### config.mk
export PLATFORM = sky130hd
export DESIGN_NAME = interval_countdown_timer_flat
export DESIGN_NICKNAME = d
export VERILOG_FILES = /design/src/rtl/anti_theft_pkg.sv /design/src/rtl/interval_countdown_timer_if.sv /design/src/rtl/one_hz_prescaler.sv /design/src/rtl/interval_countdown_timer.sv /design/src/flat_wrapper.sv
export SDC_FILE = /design/constraint.sdc
export NUM_CORES = 1
export LEC_CHECK = 0
export BUFFER_PORTS_ARGS = -buffer_cell sky130_fd_sc_hd__buf_4
export CAP_MARGIN = 0
export CORE_ASPECT_RATIO = 0.9
export CORE_MARGIN = 2
export CORE_UTILIZATION = 27
export DETAILED_ROUTE_END_ITERATION = 8
export SLEW_MARGIN = 0
export SYNTH_ARGS = -nofsm -noshare
export SYNTH_HDL_FRONTEND = slang
export SYNTH_SLANG_ARGS = --single-unit
### constraint.sdc
create_clock -name clock -period 2.59 [get_ports clock]
set_input_delay 0.1295 -clock clock [delete_from_list [all_inputs] [get_ports clock]]
set_output_delay 0.1295 -clock clock [all_outputs]
set_load 0.005 [all_outputs]
### src/rtl/anti_theft_pkg.sv
// Shared definitions for the anti-theft system: interval selector codes and
// the countdown timer's state encoding.
package anti_theft_pkg;

    localparam int unsigned INTERVAL_W = 2;

    // Interval selector codes driven to the time-parameter stage
    localparam logic [INTERVAL_W-1:0] INT_ARM       = 2'b00;
    localparam logic [INTERVAL_W-1:0] INT_DRIVER    = 2'b01;
    localparam logic [INTERVAL_W-1:0] INT_PASSENGER = 2'b10;
    localparam logic [INTERVAL_W-1:0] INT_ALARM_ON  = 2'b11;

    // Countdown timer FSM states
    typedef enum logic [1:0] {
        ST_IDLE   = 2'b00,
        ST_LOAD   = 2'b01,
        ST_COUNT  = 2'b10,
        ST_EXPIRE = 2'b11
    } timer_state_e;

endpackage

### src/rtl/interval_countdown_timer_if.sv
// Request/status bundle between the anti-theft FSM (master), the time-parameter
// stage (which supplies value) and the interval countdown timer (slave).
//   startTimer/abortTimer : one-cycle requests
//   intervalSel           : interval to time on start
//   value                 : seconds for the currently driven interval
//   interval              : registered selector back to the parameter stage
//   remaining/busy/expired: countdown status
interface interval_countdown_timer_if #(
    parameter int unsigned WIDTH = 4
);
    import anti_theft_pkg::*;

    logic                  startTimer;
    logic                  abortTimer;
    logic [INTERVAL_W-1:0] intervalSel;
    logic [WIDTH-1:0]      value;
    logic [INTERVAL_W-1:0] interval;
    logic [WIDTH-1:0]      remaining;
    logic                  busy;
    logic                  expired;

    modport master (
        output startTimer, abortTimer, intervalSel, value,
        input  interval, remaining, busy, expired
    );

    modport slave (
        input  startTimer, abortTimer, intervalSel, value,
        output interval, remaining, busy, expired
    );

endinterface

### src/rtl/one_hz_prescaler.sv
// Free-running divide-by-CLK_FREQ counter producing a one-cycle tick per second.
//   clock, systemReset : clock and asynchronous active-high reset
//   clear              : synchronous restart of the count at 0
//   tick               : high while the count sits at CLK_FREQ-1
module one_hz_prescaler #(
    parameter int unsigned CLK_FREQ = 50_000_000
) (
    input  logic clock,
    input  logic systemReset,
    input  logic clear,
    output logic tick
);

    localparam int unsigned CNT_W = (CLK_FREQ > 1) ? $clog2(CLK_FREQ) : 1;
    localparam logic [CNT_W-1:0] LAST = CNT_W'(CLK_FREQ - 1);

    logic [CNT_W-1:0] count_q;
    logic [CNT_W-1:0] count_d;

    // Wrap explicitly at LAST so non-power-of-two divisors work
    always_comb begin
        count_d = count_q + CNT_W'(1);
        if (clear || (count_q == LAST)) begin
            count_d = '0;
        end
    end

    always_ff @(posedge clock or posedge systemReset) begin
        if (systemReset) begin
            count_q <= '0;
        end else begin
            count_q <= count_d;
        end
    end

    assign tick = (count_q == LAST);

endmodule

### src/rtl/interval_countdown_timer.sv
// Countdown timer for the anti-theft intervals. Latches the requested interval,
// loads its length in seconds from the parameter stage and counts down on a
// 1 Hz tick, pulsing expired for one cycle at zero.
//   clock, systemReset : clock and asynchronous active-high reset
//   tmr (slave)        : start/abort requests, interval select, value in;
//                        interval, remaining, busy, expired out
module interval_countdown_timer
    import anti_theft_pkg::*;
#(
    parameter int unsigned CLK_FREQ = 50_000_000,
    parameter int unsigned WIDTH    = 4
) (
    input logic                       clock,
    input logic                       systemReset,
    interval_countdown_timer_if.slave tmr
);

    timer_state_e          state_q, state_d;
    logic [INTERVAL_W-1:0] interval_q, interval_d;
    logic [WIDTH-1:0]      remaining_q, remaining_d;
    logic                  busy_q, busy_d;
    logic                  expired_q, expired_d;
    logic                  tick;
    logic                  prescaler_clear_c;

    // LOAD restarts the second so the first count period is a full second
    assign prescaler_clear_c = (state_q == ST_LOAD);

    one_hz_prescaler #(
        .CLK_FREQ (CLK_FREQ)
    ) u_prescaler (
        .clock       (clock),
        .systemReset (systemReset),
        .clear       (prescaler_clear_c),
        .tick        (tick)
    );

    // Next-state, interval and remaining-count logic
    always_comb begin
        state_d     = state_q;
        interval_d  = interval_q;
        remaining_d = remaining_q;

        unique case (state_q)
            ST_IDLE: begin
                if (tmr.startTimer) begin
                    interval_d = tmr.intervalSel;
                    state_d    = ST_LOAD;
                end
            end
            ST_LOAD: begin
                remaining_d = tmr.value;
                state_d     = (tmr.value == '0) ? ST_EXPIRE : ST_COUNT;
            end
            ST_COUNT: begin
                if (tick) begin
                    if (remaining_q != '0) begin
                        remaining_d = remaining_q - WIDTH'(1);
                    end
                    if (remaining_q <= WIDTH'(1)) begin
                        state_d = ST_EXPIRE;
                    end
                end
            end
            ST_EXPIRE: begin
                remaining_d = '0;
                state_d     = ST_IDLE;
            end
            default: begin
                state_d = ST_IDLE;
            end
        endcase

        // Restart from any active state discards the running countdown
        if (tmr.startTimer && (state_q != ST_IDLE)) begin
            interval_d = tmr.intervalSel;
            state_d    = ST_LOAD;
        end

        // Abort dominates a simultaneous start
        if (tmr.abortTimer) begin
            state_d     = ST_IDLE;
            remaining_d = '0;
        end

        // Status flops track the next state so they align with the state register
        busy_d    = (state_d != ST_IDLE);
        expired_d = (state_d == ST_EXPIRE);
    end

    always_ff @(posedge clock or posedge systemReset) begin
        if (systemReset) begin
            state_q     <= ST_IDLE;
            interval_q  <= INT_ARM;
            remaining_q <= '0;
            busy_q      <= 1'b0;
            expired_q   <= 1'b0;
        end else begin
            state_q     <= state_d;
            interval_q  <= interval_d;
            remaining_q <= remaining_d;
            busy_q      <= busy_d;
            expired_q   <= expired_d;
        end
    end

    assign tmr.interval  = interval_q;
    assign tmr.remaining = remaining_q;
    assign tmr.busy      = busy_q;
    assign tmr.expired   = expired_q;

endmodule

### src/flat_wrapper.sv
// flat-port wrapper written by rule: the top's interface ports become plain ports
module interval_countdown_timer_flat import anti_theft_pkg::*;
#(
    parameter int unsigned CLK_FREQ = 50_000_000,
    parameter int unsigned WIDTH    = 4
)
  (clock, systemReset, tmr_startTimer, tmr_abortTimer, tmr_intervalSel, tmr_value, tmr_interval, tmr_remaining, tmr_busy, tmr_expired);
  interval_countdown_timer_if #(.WIDTH(WIDTH)) tmr_i ();
  input logic clock;
  input logic systemReset;
  input wire logic [$bits(tmr_i.startTimer)-1:0] tmr_startTimer;
  input wire logic [$bits(tmr_i.abortTimer)-1:0] tmr_abortTimer;
  input wire logic [$bits(tmr_i.intervalSel)-1:0] tmr_intervalSel;
  input wire logic [$bits(tmr_i.value)-1:0] tmr_value;
  output wire logic [$bits(tmr_i.interval)-1:0] tmr_interval;
  output wire logic [$bits(tmr_i.remaining)-1:0] tmr_remaining;
  output wire logic [$bits(tmr_i.busy)-1:0] tmr_busy;
  output wire logic [$bits(tmr_i.expired)-1:0] tmr_expired;
  assign tmr_i.startTimer = tmr_startTimer;
  assign tmr_i.abortTimer = tmr_abortTimer;
  assign tmr_i.intervalSel = tmr_intervalSel;
  assign tmr_i.value = tmr_value;
  assign tmr_interval = tmr_i.interval;
  assign tmr_remaining = tmr_i.remaining;
  assign tmr_busy = tmr_i.busy;
  assign tmr_expired = tmr_i.expired;
  interval_countdown_timer #(.CLK_FREQ(CLK_FREQ), .WIDTH(WIDTH)) u_core (.clock(clock), .systemReset(systemReset), .tmr(tmr_i));
endmodule
==> results of run 1 <==
metal layers:
layer / GRT usage (%) / share of wire (%) / vias up
met5: 0 / 0 / -
met4: 3.557 / 1.4 / 0
met3: 2.220 / 3.0 / 4
met2: 15.84 / 44 / 18
met1: 14.13 / 52 / 694
li1: - / - / 755
cells by family after synthesis:
family,Yosys count,share of synthesized area (%)
flops,36,45.89
buf+inv,15,3.760
xor+xnor,25,11.15
simple gates,102,27.02
compound gates,17,5.418
mux,3,1.657
fa+ha+maj,8,5.099
stage by stage:
| stage | worst slack (ps) | total power (µW) | instances | hold slack [ps] |
|---|---|---|---|---|
| after global routing | 9.634 | 1500 | 322 | 60.54 |
| after global placement | 158.7 | 928.5 | 314 | 364.4 |
| after floorplan | 214.8 | 845.3 | 206 | 281.1 |
| after detailed placement | 120.6 | 933.3 | 314 | 369.4 |
| final | 97.21 | 1416 | 322 | 23.16 |
| after CTS | 94.64 | 1436 | 322 | 56.47 |
worst max-delay path by stage:
stage               slack [ps]  cells past startpoint                                   to                                     from
floorplan                  210                      5  u_core.tmr.remaining[1]$_DFFE_PP0P_  u_core.u_prescaler.count_q[8]$_DFF_PP0_
global placement           160                      5  u_core.tmr.remaining[1]$_DFFE_PP0P_  u_core.u_prescaler.count_q[8]$_DFF_PP0_
detailed placement         120                      5  u_core.tmr.remaining[1]$_DFFE_PP0P_  u_core.u_prescaler.count_q[8]$_DFF_PP0_
CTS                         90                      5  u_core.tmr.remaining[1]$_DFFE_PP0P_  u_core.u_prescaler.count_q[8]$_DFF_PP0_
global route                10                      5  u_core.tmr.remaining[1]$_DFFE_PP0P_  u_core.u_prescaler.count_q[8]$_DFF_PP0_
finish                     100                      5  u_core.tmr.remaining[1]$_DFFE_PP0P_  u_core.u_prescaler.count_q[8]$_DFF_PP0_
worst max-delay path: stages, from the launching register on:
cell	delay (ps)
dfrtp_1	420
or4_1	540
or4_4	530
o31a_1	340
or4_1	480
o31ai_1	90
registers in the layout, indices dropped and copies added, names as in the netlist:
register,flops
u_core.tmr.remaining,4
u_core.u_prescaler.count_q,26
u_core.tmr.busy,1
u_core.tmr.expired,1
u_core.tmr.interval,2
u_core.state_q,2
power by group:
part	internal [µW]	switching, µW
logic	124	137
clock network	285	211
registers	610	48.8
layout by cell type (no fill, tap or decap), drive strengths merged, types with 2 or more instances in the layout:
cell / synthesis / routed
nand3: 10 / 10
nand4: 4 / 4
ha: 8 / 8
nor3b: 4 / 4
nor4: 6 / 6
nor2b: 4 / 4
or3: 3 / 3
and4: 4 / 4
or2: 2 / 2
mux2: 2 / 2
xor2: 5 / 5
xnor2: 20 / 20
nand2b: 2 / 2
dfrtp: 36 / 36
inv: 9 / 9
nor2: 32 / 32
nor3: 12 / 12
and2: 2 / 2
and3: 2 / 2
or4: 3 / 3
nand2: 11 / 11
buf: 3 / 21
o21ai: 4 / 4
a21oi: 6 / 6
clkbuf: 3 / 5
cell type report:
class	count	area (µm²)
clock inverters	3	42.54
clock buffers	5	68.82
multi-input cells	155	988.4
well taps	93	116.4
repair buffers	21	170.2
fillers	745	4718
flip-flops and latches	36	900.9
inverters	9	33.78
==> results.ini, run 1 <==
[clocking]
path_clk_slew_ps=80
cts_tree=yes
numCtsBuffers=5
ctsResizeCount=0
clock_sinks=36
htreeDepth=2
worstSkewPairLatency_ps=290
postCtsSetupBuffers=0
cts_hold_buf=0
clockRootBuffer=clkbuf_8
cts.path.max_buffers=2

[routing]
drcViolationCount=0
wl_per_cell_um=11.80
drt_iter0_markers=70
ant_nets=0
routed_via_density=4.568
routed_wl_mm=3.799
num_vias=1471
drtPass1Iterations=4

[critical_path]
worstRegToRegCells=5
ff2ff_setup_slack_ps=100
crit_fanout=5
r2r_end=u_core.tmr.remaining[1]$_DFFE_PP0P_
worstPathRequired_ps=2790
arrival_ps=2690
r2r-start=u_core.u_prescaler.count_q[8]$_DFF_PP0_
startpoint_type=register
end_kind=register
path_class=reg -> reg

[placement]
gp_congestion=0.7261
dpl-instance-area_um2=2210
io_buffers=17
place_hpwl_mm=2.760

[finish]
nets=246
final_util_pct=32.97
syn_to_final_growth_pct=18.23
final_layout_size_suffix_gt1_share_pct=15.72
finalInstanceArea_um2=2321
diodes=0

[synthesis]
synth_nets=224
yosys.area.top_type=dfrtp_1
synth_edf_count=0
synth_warnings=0
synth_area_leaders=dfrtp_1, xnor2_1, nor2_1, ha_1, nor3_1
synth-seq-area-share_pct=45.89
synth.top_cell.area_share_pct=45.89
synth.distinct_cells=38
syn_area_um2=1963
netlist_instances=206
ys_async_sr_fraction_pct=100.0
synth_common_cells=dfrtp_1, nor2_1, xnor2_1
synth_flop_cell=dfrtp_1
synth.most_common_cell=dfrtp_1
synth_area_per_cell_um2=9.530
ys_ff_latch=36

[die]
die-width_um=93.88
io_pins=18
start_util_pct=27.89
die_h_um=84.90
core_um2=7039
dieArea_um2=7970
num_rows=29

[power]
leakage_uw=0.0009746
ir_drop_v=0.0002508
power_density_nw_per_um2=610.0

[global_route]
antenna_found_initial=0
grt_max_degree=26
grt_pass1_wl_mm=6.582
grt_overflow=0
track_usage_pct=10.21
grt_pass1_vias=1446

[timing]
setup_viol_count_final=0
final-hold-violation-count=0
grt_setup_unrepaired=false
tightest_slew_ps=878.0
finalCriticalPeriod_ps=2493
relSlewSlack_pct=41.40
tns_ps=0
clock.fmax_ghz=0.4012
skew_ps=10.23
final_max_slew_viol_count=0
min_period_over_period_pct=96.25

[status]
status=completed

[min_path]
hp-class=in -> async

[run]
cap_violations=0

Note: power is estimated with default switching activity, not from simulation.
==> inputs of run 2 (changes only) <==
- ABC_AREA: not set -> 1
- HOLD_SLACK_MARGIN: not set -> 0.02
- REMOVE_ABC_BUFFERS: not set -> 1
==> run 2 against run 1 <==
- fmax up 42%
- largest cell class unchanged
- die area up 5.8%
- synthesized cell count up 31%
- largest power group unchanged
- combinational power down 14%
- critical path type unchanged
- critical path depth up 5
==> results.ini, run 2 <==
[status]
status=completed  ; unchanged

[critical_path]
arrival_ps=1960  ; was 2690 ps
crit_chain=ha_1, nand3_2, inv_1, nand2_1, nor2_1, nand2_1, inv_1, nor2_2, inv_1, nor3_1  ; was or4_1, or4_4, o31a_1, or4_1, o31ai_1
r2r_end=u_core.u_prescaler.count_q[6]$_DFF_PP0_  ; was u_core.tmr.remaining[1]$_DFFE_PP0P_
crit_fanout=12  ; was 5
path_buf_inv=3  ; was 0
cp_slowest_cell=dfrtp_1  ; was or4_1
slowest_delay_ps=400  ; was 540 ps
cp_top_family=simple AND/OR/NAND/NOR gates  ; unchanged
ff2ff_setup_slack_ps=830  ; was 100 ps
path_class=reg -> reg  ; unchanged
worstRegToRegCells=10  ; was 5
worstPathRequired_ps=2790  ; about the same
end_kind=register  ; unchanged
startpoint_type=register  ; unchanged
cp_common_cell=inv_1  ; was or4_1
r2r-start=u_core.u_prescaler.count_q[0]$_DFF_PP0_  ; was u_core.u_prescaler.count_q[8]$_DFF_PP0_

[timing]
final-hold-violation-count=0  ; unchanged
skew_ps=6.450  ; was 10.23 ps
tns_ps=0  ; unchanged
relSlewSlack_pct=69.21  ; was 41.40%
clock.fmax_ghz=0.5690  ; was 0.4012 GHz
tightest_slew_ps=461.9  ; was 878.0 ps
finalWorstSetupSlack_ps=832.6  ; was 97.21 ps
grt_setup_unrepaired=false  ; unchanged
setup_viol_count_final=0  ; unchanged
finalCriticalPeriod_ps=1757  ; was 2493 ps
min_period_over_period_pct=67.85  ; was 96.25%
final_max_slew_viol_count=0  ; unchanged

[clocking]
postCtsSetupBuffers=0  ; unchanged
cts.path.max_buffers=2  ; unchanged
clockRootBuffer=clkbuf_8  ; unchanged
clock_sinks=36  ; unchanged
worstSkewPairLatency_ps=300  ; was 290 ps
path_clk_slew_ps=80  ; about the same
numCtsBuffers=5  ; unchanged
htreeDepth=2  ; unchanged
cts_tree=yes  ; unchanged

[routing]
drcViolationCount=0  ; unchanged
routed_wl_mm=4.500  ; was 3.799 mm
routed_via_density=4.620  ; was 4.568
wl_per_cell_um=11.48  ; was 11.80 µm
num_vias=1811  ; was 1471
drt_iter0_markers=82  ; was 70
ant_nets=0  ; unchanged
drtPass1Iterations=4  ; unchanged

[synthesis]
synth.distinct_cells=32  ; was 38
ys_async_sr_fraction_pct=100.0  ; unchanged
synth_flop_cell=dfrtp_1  ; unchanged
ys_ff_latch=36  ; unchanged
yosys.area.top_type=dfrtp_1  ; unchanged
synth-seq-area-share_pct=43.27  ; was 45.89%
syn_area_um2=2082  ; was 1963 µm²
synth.top_cell.area_share_pct=43.27  ; was 45.89%
synth_edf_count=0  ; unchanged
synth_common_cells=nand2_1, nor2_1, dfrtp_1  ; was dfrtp_1, nor2_1, xnor2_1
synth_area_leaders=dfrtp_1, nand2_1, nor2_1, inv_1, ha_1  ; was dfrtp_1, xnor2_1, nor2_1, ha_1, nor3_1
netlist_instances=270  ; was 206
synth.most_common_cell=nand2_1  ; was dfrtp_1
synth_area_per_cell_um2=7.711  ; was 9.530 µm²
synth_warnings=0  ; unchanged

[finish]
nets=313  ; was 246
syn_to_final_growth_pct=17.85  ; was 18.23%
largest_reg_flops=26  ; unchanged
mostFrequentLayoutCells=nand2_1, nor2_1, dfrtp_1  ; was dfrtp_1, nor2_1, xnor2_1, buf_4, nor3_1
seqCellArea_um2=900.9  ; unchanged
diodes=0  ; unchanged
largest_register=u_core.u_prescaler.count_q  ; unchanged
final_common_cell=nand2_1  ; was dfrtp_1
multi_input_area_um2=1025  ; was 988.4 µm²
fill_cells=797  ; was 745
final_layout_size_suffix_gt1_share_pct=13.51  ; was 15.72%

[min_path]
hp-start=tmr_intervalSel[1]
hp-class=in -> reg  ; was in -> async
min_path_cells=2
min_to=u_core.tmr.interval[1]$_DFFE_PP0P_

[power]
power_density_nw_per_um2=561.6  ; was 610.0 nW/µm²
leakage_uw=0.001127  ; was 0.0009746 µW
ir_drop_v=0.0002695  ; was 0.0002508 V

[die]
die-width_um=96.56  ; was 93.88 µm
dieArea_um2=8430  ; was 7970 µm²
io_pins=18  ; unchanged
die_h_um=87.31  ; was 84.90 µm
num_rows=30  ; was 29
start_util_pct=27.73  ; was 27.89%
core_um2=7507  ; was 7039 µm²

[run]
cap_violations=0  ; unchanged

[placement]
io_buffers=17  ; unchanged
gp_congestion=0.8474  ; was 0.7261
dp_slack_ps=800.3  ; was 120.6 ps
place_hpwl_mm=3.494  ; was 2.760 mm

[global_route]
grt_pass1_wl_mm=7.941  ; was 6.582 mm
grt_pass1_vias=1704  ; was 1446
antenna_found_initial=0  ; unchanged
grt_max_degree=37  ; was 26
grt_overflow=0  ; unchanged
track_usage_pct=12.05  ; was 10.21%

## run 2: cell count changes in the layout (fill, tap and decap cells not counted), moves of 10 or more
cell and change:
nand2_1 +41, inv_1 +26, xnor2_1 -16, o21ai_0 +15
nor2_1 +12, a21oi_1 +10
## run 2: what timing repair did
| action | in CTS | in global routing |
|---|---|---|
| hold buffers | 1 | 0 |
| gates resized for setup | 0 | 0 |
| hold endpoints to repair | 36 | 0 |
## run 2: cell type report
cell class / instances / area share, %
inverter: 38 / 5.864
clock inverter: 3 / 1.734
tap: 96 / 4.895
multi-input combinational: 194 / 41.76
sequential: 36 / 36.72
clock buffer: 5 / 2.805
timing repair buffer: 20 / 6.221
## run 2: how the worst max path moves through the flow
stage / startpoint / endpoint / slack, ps / cells past startpoint
after global placement: u_core.u_prescaler.count_q[21]$_DFF_PP0_ / u_core.u_prescaler.count_q[25]$_DFF_PP0_ / 900 / 9
after floorplan: u_core.u_prescaler.count_q[0]$_DFF_PP0_ / u_core.u_prescaler.count_q[6]$_DFF_PP0_ / 880 / 10
final: u_core.u_prescaler.count_q[0]$_DFF_PP0_ / u_core.u_prescaler.count_q[6]$_DFF_PP0_ / 830 / 10
after detailed placement: u_core.u_prescaler.count_q[0]$_DFF_PP0_ / u_core.u_prescaler.count_q[6]$_DFF_PP0_ / 800 / 10
after CTS: u_core.u_prescaler.count_q[0]$_DFF_PP0_ / u_core.u_prescaler.count_q[6]$_DFF_PP0_ / 790 / 10
after global routing: u_core.u_prescaler.count_q[0]$_DFF_PP0_ / u_core.u_prescaler.count_q[11]$_DFF_PP0_ / 630 / 11
## run 2: logic make-up after synthesis
kind of cell    after synthesis  share of synthesized area, %
compound gates               39                         9.856
xor+xnor                      8                         3.365
flops                        36                         43.27
fa+ha+maj                     8                         4.808
simple gates                137                         30.11
buf+inv                      40                         7.512
mux                           2                         1.082
## run 2: worst reg2reg max path: stages, from the launching register on
cell and delay [ps]:
dfrtp_1 400, ha_1 240, nand3_2 150, inv_1 90, nand2_1 70, nor2_1 40, nand2_1 70, inv_1 50
nor2_2 120, inv_1 200, nor3_1 230
## run 2: metrics by stage
step	cell area [µm²]	instances	utilization (%)	hold WS, ps	power [µW]
3_3_place_gp	2332	383	31.07	273.1	885.8
5_1_grt	2454	392	32.68	58.00	1458
4_1_cts	2454	392	32.68	52.72	1394
6_report	2454	392	32.68	60.00	1378
2_1_floorplan	2069	268	-	281.1	803.4
3_5_place_dp	2332	383	31.07	279.6	889.1
## run 2: layer usage
layer  share of wire (%)  GRT usage [%]  vias up  routed length, µm
li1                    -              -      925                  -
met1                  50          17.61      844               2258
met2                  45          17.87       37               2025
met3                 3.9          2.597        5                174
met4                0.91          3.457        0                 41
met5                   0              0        -                  0
## run 2: report_power, final
part           total, µW  switching, µW  internal [µW]
Clock                503            218            285
Sequential           650           42.6            607
Combinational        225            122            103
Total               1380            383            995
